--- config.mk ---
export PLATFORM = sky130hd
export DESIGN_NAME = proc_sequencer_flat
export DESIGN_NICKNAME = d
export VERILOG_FILES = /design/src/rtl/proc_sequencer_pkg.sv /design/src/rtl/proc_sequencer_if.sv /design/src/rtl/proc_sequencer_tick_prescaler.sv /design/src/rtl/proc_sequencer.sv /design/src/flat_wrapper.sv
export SDC_FILE = /design/constraint.sdc
export NUM_CORES = 1
export LEC_CHECK = 0
export ABC_AREA = 1
export CAP_MARGIN = 20
export CELL_PAD_IN_SITES_DETAIL_PLACEMENT = 1
export CELL_PAD_IN_SITES_GLOBAL_PLACEMENT = 1
export CORE_ASPECT_RATIO = 1.1
export CORE_MARGIN = 8
export CORE_UTILIZATION = 30
export CTS_BUF_LIST = sky130_fd_sc_hd__clkbuf_2 sky130_fd_sc_hd__clkbuf_4 sky130_fd_sc_hd__clkbuf_8
export DETAILED_ROUTE_END_ITERATION = 8
export DONT_BUFFER_PORTS = 1
export HOLD_SLACK_MARGIN = 0.15
export PLACE_DENSITY = 0.62
export SYNTH_ARGS = -nofsm -noshare
export SYNTH_HDL_FRONTEND = slang
export SYNTH_SLANG_ARGS = --single-unit
--- constraint.sdc ---
create_clock -name clk -period 2.7 [get_ports clk]
set_input_delay 0.54 -clock clk [delete_from_list [all_inputs] [get_ports clk]]
set_output_delay 0.54 -clock clk [all_outputs]
set_load 0.005 [all_outputs]
--- src/rtl/proc_sequencer_pkg.sv ---
`default_nettype none
// +--------------------------------------------------------------+
// | proc_pkg: opcodes, state encoding and write-select codes.     |
// | Rev 1.0                                                       |
// +--------------------------------------------------------------+
package proc_pkg;

  localparam logic [1:0] OP_OUT = 2'b00;
  localparam logic [1:0] OP_ADD = 2'b01;
  localparam logic [1:0] OP_JMP = 2'b10;
  localparam logic [1:0] OP_LDI = 2'b11;

  localparam logic [2:0] ST_IDLE   = 3'd0;
  localparam logic [2:0] ST_FETCH  = 3'd1;
  localparam logic [2:0] ST_DECODE = 3'd2;
  localparam logic [2:0] ST_EXEC   = 3'd3;
  localparam logic [2:0] ST_HALT   = 3'd4;

  typedef enum logic [2:0] {
    S_IDLE   = ST_IDLE,
    S_FETCH  = ST_FETCH,
    S_DECODE = ST_DECODE,
    S_EXEC   = ST_EXEC,
    S_HALT   = ST_HALT
  } state_e;

  localparam logic [1:0] WSEL_ALU = 2'd0;
  localparam logic [1:0] WSEL_IMM = 2'd1;

  function automatic logic [1:0] opcode_of(input logic [7:0] instr);
    return instr[7:6];
  endfunction

endpackage
`default_nettype wire

--- src/rtl/proc_sequencer_if.sv ---
`default_nettype none
// +--------------------------------------------------------------+
// | proc_sequencer_if: ROM fetch bus plus regfile/result strobes. |
// | Rev 1.0                                                       |
// +--------------------------------------------------------------+
interface proc_sequencer_if #(
  parameter int unsigned PC_W = 3
);
  logic [PC_W-1:0] address;
  logic [7:0]      instruction;
  logic [7:0]      ir;
  logic            rf_we;
  logic [1:0]      rf_wsel;
  logic [1:0]      rf_waddr;
  logic            result_load;

  modport master (
    output address, ir, rf_we, rf_wsel, rf_waddr, result_load,
    input  instruction
  );

  modport slave (
    input  address, ir, rf_we, rf_wsel, rf_waddr, result_load,
    output instruction
  );
endinterface
`default_nettype wire

--- src/rtl/proc_sequencer_tick_prescaler.sv ---
`default_nettype none
// +--------------------------------------------------------------+
// | tick_prescaler: one-cycle tick every TICK_DIV clocks.         |
// | Rev 1.0                                                       |
// +--------------------------------------------------------------+
module tick_prescaler #(
  parameter int unsigned TICK_DIV = 30000000
) (
  input  logic clk,
  input  logic rst,
  output logic tick
);
  localparam logic [31:0] LAST = 32'(TICK_DIV - 1);

  logic [31:0] count_q, count_d;

  assign tick = (count_q == LAST);

  always_comb begin
    count_d = tick ? 32'd0 : count_q + 32'd1;
  end

  always_ff @(posedge clk or negedge rst) begin
    if (!rst) count_q <= 32'd0;
    else      count_q <= count_d;
  end
endmodule
`default_nettype wire

--- src/rtl/proc_sequencer.sv ---
`default_nettype none
// +--------------------------------------------------------------+
// | proc_sequencer: prescaled FETCH/DECODE/EXEC/HALT control FSM. |
// | PROC_SEQ_SINGLE_STEP_EN adds a `step` input.  Rev 1.0         |
// +--------------------------------------------------------------+
module proc_sequencer
  import proc_pkg::*;
#(
  parameter int unsigned TICK_DIV = 30000000,
  parameter int unsigned PC_W     = 3
) (
  input  logic             clk,
  input  logic             rst,
  input  logic             run,
`ifdef PROC_SEQ_SINGLE_STEP_EN
  input  logic             step,
`endif
  proc_sequencer_if.master bus,
  output logic [2:0]       state,
  output logic             halted
);
  state_e          state_q, state_d;
  logic [PC_W-1:0] pc_q, pc_d;
  logic [7:0]      ir_q, ir_d;
  logic [1:0]      op;
  logic            tick_raw, tick;
  logic            exec_we, exec_load;

  tick_prescaler #(.TICK_DIV(TICK_DIV)) u_tick (
    .clk  (clk),
    .rst  (rst),
    .tick (tick_raw)
  );

`ifdef PROC_SEQ_SINGLE_STEP_EN
  logic step_q, stepping_q, stepping_d, step_rise;
  assign step_rise = step & ~step_q;
  // A stepped instruction runs at full clock rate regardless of the prescaler.
  assign tick = tick_raw | stepping_q;
`else
  assign tick = tick_raw;
`endif

  assign op = opcode_of(ir_q);

  always_comb begin
    state_d   = state_q;
    pc_d      = pc_q;
    ir_d      = ir_q;
    exec_we   = 1'b0;
    exec_load = 1'b0;
`ifdef PROC_SEQ_SINGLE_STEP_EN
    stepping_d = stepping_q;
`endif
    case (state_q)
      S_IDLE: begin
        if (tick && run) begin
          state_d = S_FETCH;
        end
`ifdef PROC_SEQ_SINGLE_STEP_EN
        else if (!run && step_rise) begin
          state_d    = S_FETCH;
          stepping_d = 1'b1;
        end
`endif
      end
      S_FETCH: if (tick) state_d = S_DECODE;
      S_DECODE: begin
        if (tick) begin
          ir_d    = bus.instruction;
          state_d = S_EXEC;
        end
      end
      S_EXEC: begin
        if (tick) begin
          exec_we   = (op == OP_ADD) || (op == OP_LDI);
          exec_load = (op == OP_OUT);
`ifdef PROC_SEQ_SINGLE_STEP_EN
          stepping_d = 1'b0;
`endif
          if (op == OP_JMP && ir_q[5]) begin
            state_d = S_HALT;
          end else begin
            pc_d    = (op == OP_JMP) ? ir_q[PC_W-1:0] : pc_q + 1'b1;
            state_d = run ? S_FETCH : S_IDLE;
          end
        end
      end
      S_HALT: state_d = S_HALT;
      default: begin
        state_d = S_IDLE;
`ifdef PROC_SEQ_SINGLE_STEP_EN
        stepping_d = 1'b0;
`endif
      end
    endcase
  end

  always_ff @(posedge clk or negedge rst) begin
    if (!rst) begin
      state_q <= S_IDLE;
      pc_q    <= '0;
      ir_q    <= 8'd0;
`ifdef PROC_SEQ_SINGLE_STEP_EN
      step_q     <= 1'b0;
      stepping_q <= 1'b0;
`endif
    end else begin
      state_q <= state_d;
      pc_q    <= pc_d;
      ir_q    <= ir_d;
`ifdef PROC_SEQ_SINGLE_STEP_EN
      step_q     <= step;
      stepping_q <= stepping_d;
`endif
    end
  end

  assign bus.address     = pc_q;
  assign bus.ir          = ir_q;
  assign bus.rf_we       = exec_we;
  assign bus.result_load = exec_load;
  assign bus.rf_wsel     = (op == OP_LDI) ? WSEL_IMM : WSEL_ALU;
  assign bus.rf_waddr    = (op == OP_LDI) ? ir_q[1:0] : ir_q[3:2];
  assign state           = state_q;
  assign halted          = (state_q == S_HALT);
endmodule
`default_nettype wire

--- src/flat_wrapper.sv ---
// flat-port wrapper written by rule: the top's interface ports become plain ports
module proc_sequencer_flat import proc_pkg::*;
#(
  parameter int unsigned TICK_DIV = 30000000,
  parameter int unsigned PC_W     = 3
)
  (clk, rst, run, state, halted, bus_address, bus_ir, bus_rf_we, bus_rf_wsel, bus_rf_waddr, bus_result_load, bus_instruction);
  proc_sequencer_if #(.PC_W(PC_W)) bus_i ();
  input  logic clk;
  input  logic rst;
  input  logic run;
  output logic [2:0] state;
  output logic halted;
  output wire logic [$bits(bus_i.address)-1:0] bus_address;
  output wire logic [$bits(bus_i.ir)-1:0] bus_ir;
  output wire logic [$bits(bus_i.rf_we)-1:0] bus_rf_we;
  output wire logic [$bits(bus_i.rf_wsel)-1:0] bus_rf_wsel;
  output wire logic [$bits(bus_i.rf_waddr)-1:0] bus_rf_waddr;
  output wire logic [$bits(bus_i.result_load)-1:0] bus_result_load;
  input wire logic [$bits(bus_i.instruction)-1:0] bus_instruction;
  assign bus_address = bus_i.address;
  assign bus_ir = bus_i.ir;
  assign bus_rf_we = bus_i.rf_we;
  assign bus_rf_wsel = bus_i.rf_wsel;
  assign bus_rf_waddr = bus_i.rf_waddr;
  assign bus_result_load = bus_i.result_load;
  assign bus_i.instruction = bus_instruction;
  proc_sequencer #(.TICK_DIV(TICK_DIV), .PC_W(PC_W)) u_core (.clk(clk), .rst(rst), .run(run), .bus(bus_i), .state(state), .halted(halted));
endmodule
==> summary.json <==
{
  "global_route": {
    "gr-total-overflow": 0,
    "grt_pass1_wl_um": 13360,
    "initial_antenna_violation_count": 0,
    "grt_start_max_net_pins": 47,
    "groute.usage.overall_pct": 13.71,
    "number_of_global_route_vias_before_repair": 2631
  },
  "layout": {
    "layout.cells.non_filler": 527,
    "layout_filler_cell_count": 1141,
    "syn_to_final_growth_pct": 9.264,
    "layout.nets": 425,
    "drive_above_1_share_pct": 8.717,
    "antennaDiodeCount": 0,
    "design_area_um2": 3010
  },
  "synth": {
    "synth_enable_flop_cells": 0,
    "postSynthRegisterBits": 46,
    "async_flop_share_pct": 100.0,
    "syn-num-nets": 418,
    "netlist-cell-type-count": 27,
    "yosysWarningCount": 0,
    "synth_cells": 405,
    "yosysSeqAreaShare_pct": 41.78,
    "syn_area_per_cell_um2": 6.803,
    "synth_top_cells_by_area": "sky130_fd_sc_hd__dfrtp_1 (42%), sky130_fd_sc_hd__nand2_1 (18%), sky130_fd_sc_hd__nor2_1 (11%), sky130_fd_sc_hd__inv_1 (6.0%), sky130_fd_sc_hd__xor2_1 (5.7%)",
    "dominantRegCellSynth": "sky130_fd_sc_hd__dfrtp_1",
    "synth.most_common_cell": "sky130_fd_sc_hd__nand2_1",
    "synth_top_cell_area_share_pct": 41.78,
    "synth_largest_area_cell": "sky130_fd_sc_hd__dfrtp_1",
    "synthTopCellsByCount": "sky130_fd_sc_hd__nand2_1 (133), sky130_fd_sc_hd__nor2_1 (80), sky130_fd_sc_hd__dfrtp_1 (46)",
    "post_synthesis_cell_area_um2": 2755
  },
  "route": {
    "vias": 2432,
    "post_drt_antenna_nets": 0,
    "wirelength_um": 8028,
    "firstDrtPassIters": 4,
    "routedWlPerCell_um": 15.23,
    "detailedRoute.firstIterationViolations": 94,
    "via_count_normalized_by_instance_count": 4.615,
    "detail_route.drc_violations": 0
  },
  "clock_network": {
    "cts-resized-gates": 0,
    "ctsLongestPathBuffers": 2,
    "clk_root_buffer_cell": "sky130_fd_sc_hd__clkbuf_8",
    "tritoncts": "yes",
    "htree_num_levels": 2,
    "numClockSinks": 46,
    "clkTransAtPathRegs_ps": 100,
    "post_cts_setup_inserts": 0,
    "clock_latency_of_the_later_clocked_register_in_the_worst_skew_pair_ps": 310,
    "cts_inserted_buffers": 5
  },
  "floorplanning": {
    "die-area_um2": 12510,
    "io_pins": 32,
    "design.core.area_um2": 8919,
    "dieWidth_um": 107.4,
    "fp-row-count": 36,
    "die_h_um": 116.5,
    "initial_utilization_pct": 30.89
  },
  "power_and_ir_drop": {
    "power_density_nw_per_um2": 386.3,
    "static-leakage-power_uw": 0.001490,
    "post-layout-total-power_uw": 1163,
    "ir_worst_vdd_mv": 0.1935
  },
  "critical_path": {
    "critPathKind": "flop to output port",
    "regToRegStartpoint": "u_core.u_tick.count_q[0]",
    "crit_family": "simple AND/OR/NAND/NOR gates",
    "slowest_delay_ps": 410,
    "timing.critical_path.required_ps": 2160,
    "rr_worst_depth": 8,
    "r2r_slack_ps": 860,
    "timing.critical_path.cells": "ha_1, nand3_2, clkinv_2, nand2_2, nor2_4, nand2_4, nor3_1",
    "cp-endpoint": "bus_rf_we",
    "crit_path_buf_inv_count": 1,
    "setup.worst_path.start": "u_core.u_tick.count_q[0]",
    "worstSetupPathDepth": 7,
    "cp-start-kind": "flop",
    "cp_data_arrival_time_ps": 1750,
    "critical_path.reg2reg.endpoint": "u_core.u_tick.count_q[22]",
    "crit_fanout": 10,
    "slowest_stage": "sky130_fd_sc_hd__dfrtp_1",
    "endpoint_kind": "output port"
  },
  "sta": {
    "worst_hold_slack_ps": 357.4,
    "hold_violations": 0,
    "slew_headroom_pct": 65.56,
    "fin_skew_ps": 4.560,
    "timing.final.crit_period_ps": 2286,
    "tightest_slew_ps": 516.0,
    "rsz0062_at_grt": "no",
    "fin_crit_share_pct": 84.67,
    "final.setup.tns_ps": 0,
    "total_of_endpoints_with_negative_setup_slack_in_the_final_report": 0,
    "max_freq_ghz": 0.4374,
    "maxSlewViolCount": 0
  },
  "place": {
    "detailed_placement_hpwl_um": 6366,
    "globalplace.congestion": 0.8600,
    "placed_cells": 517,
    "post_dp_cell_area_um2": 2879,
    "io_buffers": 0
  },
  "run_status": {
    "run_status": "finished clean"
  },
  "hold_path": {
    "hold_depth": 2,
    "hold_path.startpoint": "bus_instruction[3]",
    "worstHoldPathType": "input port to flop"
  },
  "run": {
    "maxCapViolCount": 0
  }
}
## metrics by stage
stage / worst slack [ps] / util [%]
after CTS: 364.2 / 33.75
after global routing: 272.8 / 33.75
after detailed placement: 729.1 / 32.28
final: 413.8 / 33.75
after floorplan: 927.0 / -
after global placement: 785.9 / 32.28
## cell usage in the layout, fill, tap and decap left out, drive strengths merged
cell type      n
nand2        137
nor2          88
inv           55
dfrtp         46
nand3         28
xor2          18
o21ai          9
a21oi          5
clkbuf         5
nor3           4
nand4          4
clkinv         3
ha             2
and2           1
and3           1
or2            1
a31oi          1
o22ai          1
conb           1
clkinvlp       1
buf            1
dlygate4sd3    1
## final cells by class
| class | instances | area, um2 | share of cell area (%) |
|---|---|---|---|
| Tap cell | 114 | 142.6 | 4.738 |
| Multi-Input combinational cell | 301 | 1373 | 45.59 |
| Clock inverter | 3 | 25.02 | 0.8313 |
| Timing Repair Buffer | 2 | 37.54 | 1.247 |
| Clock buffer | 5 | 68.82 | 2.286 |
| Sequential cell | 46 | 1151 | 38.24 |
| Inverter | 56 | 212.7 | 7.066 |
## power by group
part           leakage [uW]  switching, uW  internal [uW]
Combinational      0.000859           16.0           5.83
Clock             0.0000447            265            187
Sequential         0.000587              0            688
Total               0.00149            281            881
## state kept, by name, summed over array words and instances (netlist names)
register / cells
u_core.bus.address: 3
u_core.bus.ir: 8
u_core.state: 3
u_core.u_tick.count_q: 32
## cell families (layout without fill, tap and decap cells)
group	after synthesis	in the layout	synth area share [%]
AOI/OAI and AO/OA	16	16	2.997
xor gates and xnor gates	18	18	5.722
adders and majority gates	2	2	0.9081
DFF	46	46	41.78
other	1	1	0.1361
and+or+nand+nor	264	264	40.05
buffers and inverters	58	66	8.402
## repair_timing
action / CTS / global route
endpoints found under the setup margin: 0 / 0
hold buffers: 2 / 0
endpoints found under the hold margin: 46 / 0
## layer usage
metal	global-route usage, %	vias to the layer above	share of wire (%)	wire length (um)
met3	2.815	6	2.9	236
li1	-	1241	-	-
met5	0	-	0	0
met1	16.98	1157	47	3752
met4	4.352	0	1.5	124
met2	23.29	28	49	3915
## worst register-to-register path: stages (launching register included)
cell	delay, ps
sky130_fd_sc_hd__dfrtp_1	410
sky130_fd_sc_hd__ha_1	210
sky130_fd_sc_hd__nand3_2	130
sky130_fd_sc_hd__nor2_1	270
sky130_fd_sc_hd__nand3_1	230
sky130_fd_sc_hd__nor2_1	290
sky130_fd_sc_hd__nand2_1	90
sky130_fd_sc_hd__nand2_1	70
sky130_fd_sc_hd__nor2_1	40
## how the worst min path moves through the flow
stage                                endpoint  slack [ps]
global route                 u_core.bus.ir[4]         350
finish                       u_core.bus.ir[3]         360
global placement    u_core.u_tick.count_q[29]         250
detailed placement  u_core.u_tick.count_q[26]         250
CTS                          u_core.bus.ir[3]         350
floorplan               u_core.bus.address[0]         240
Power figures use the tool's default switching activity.
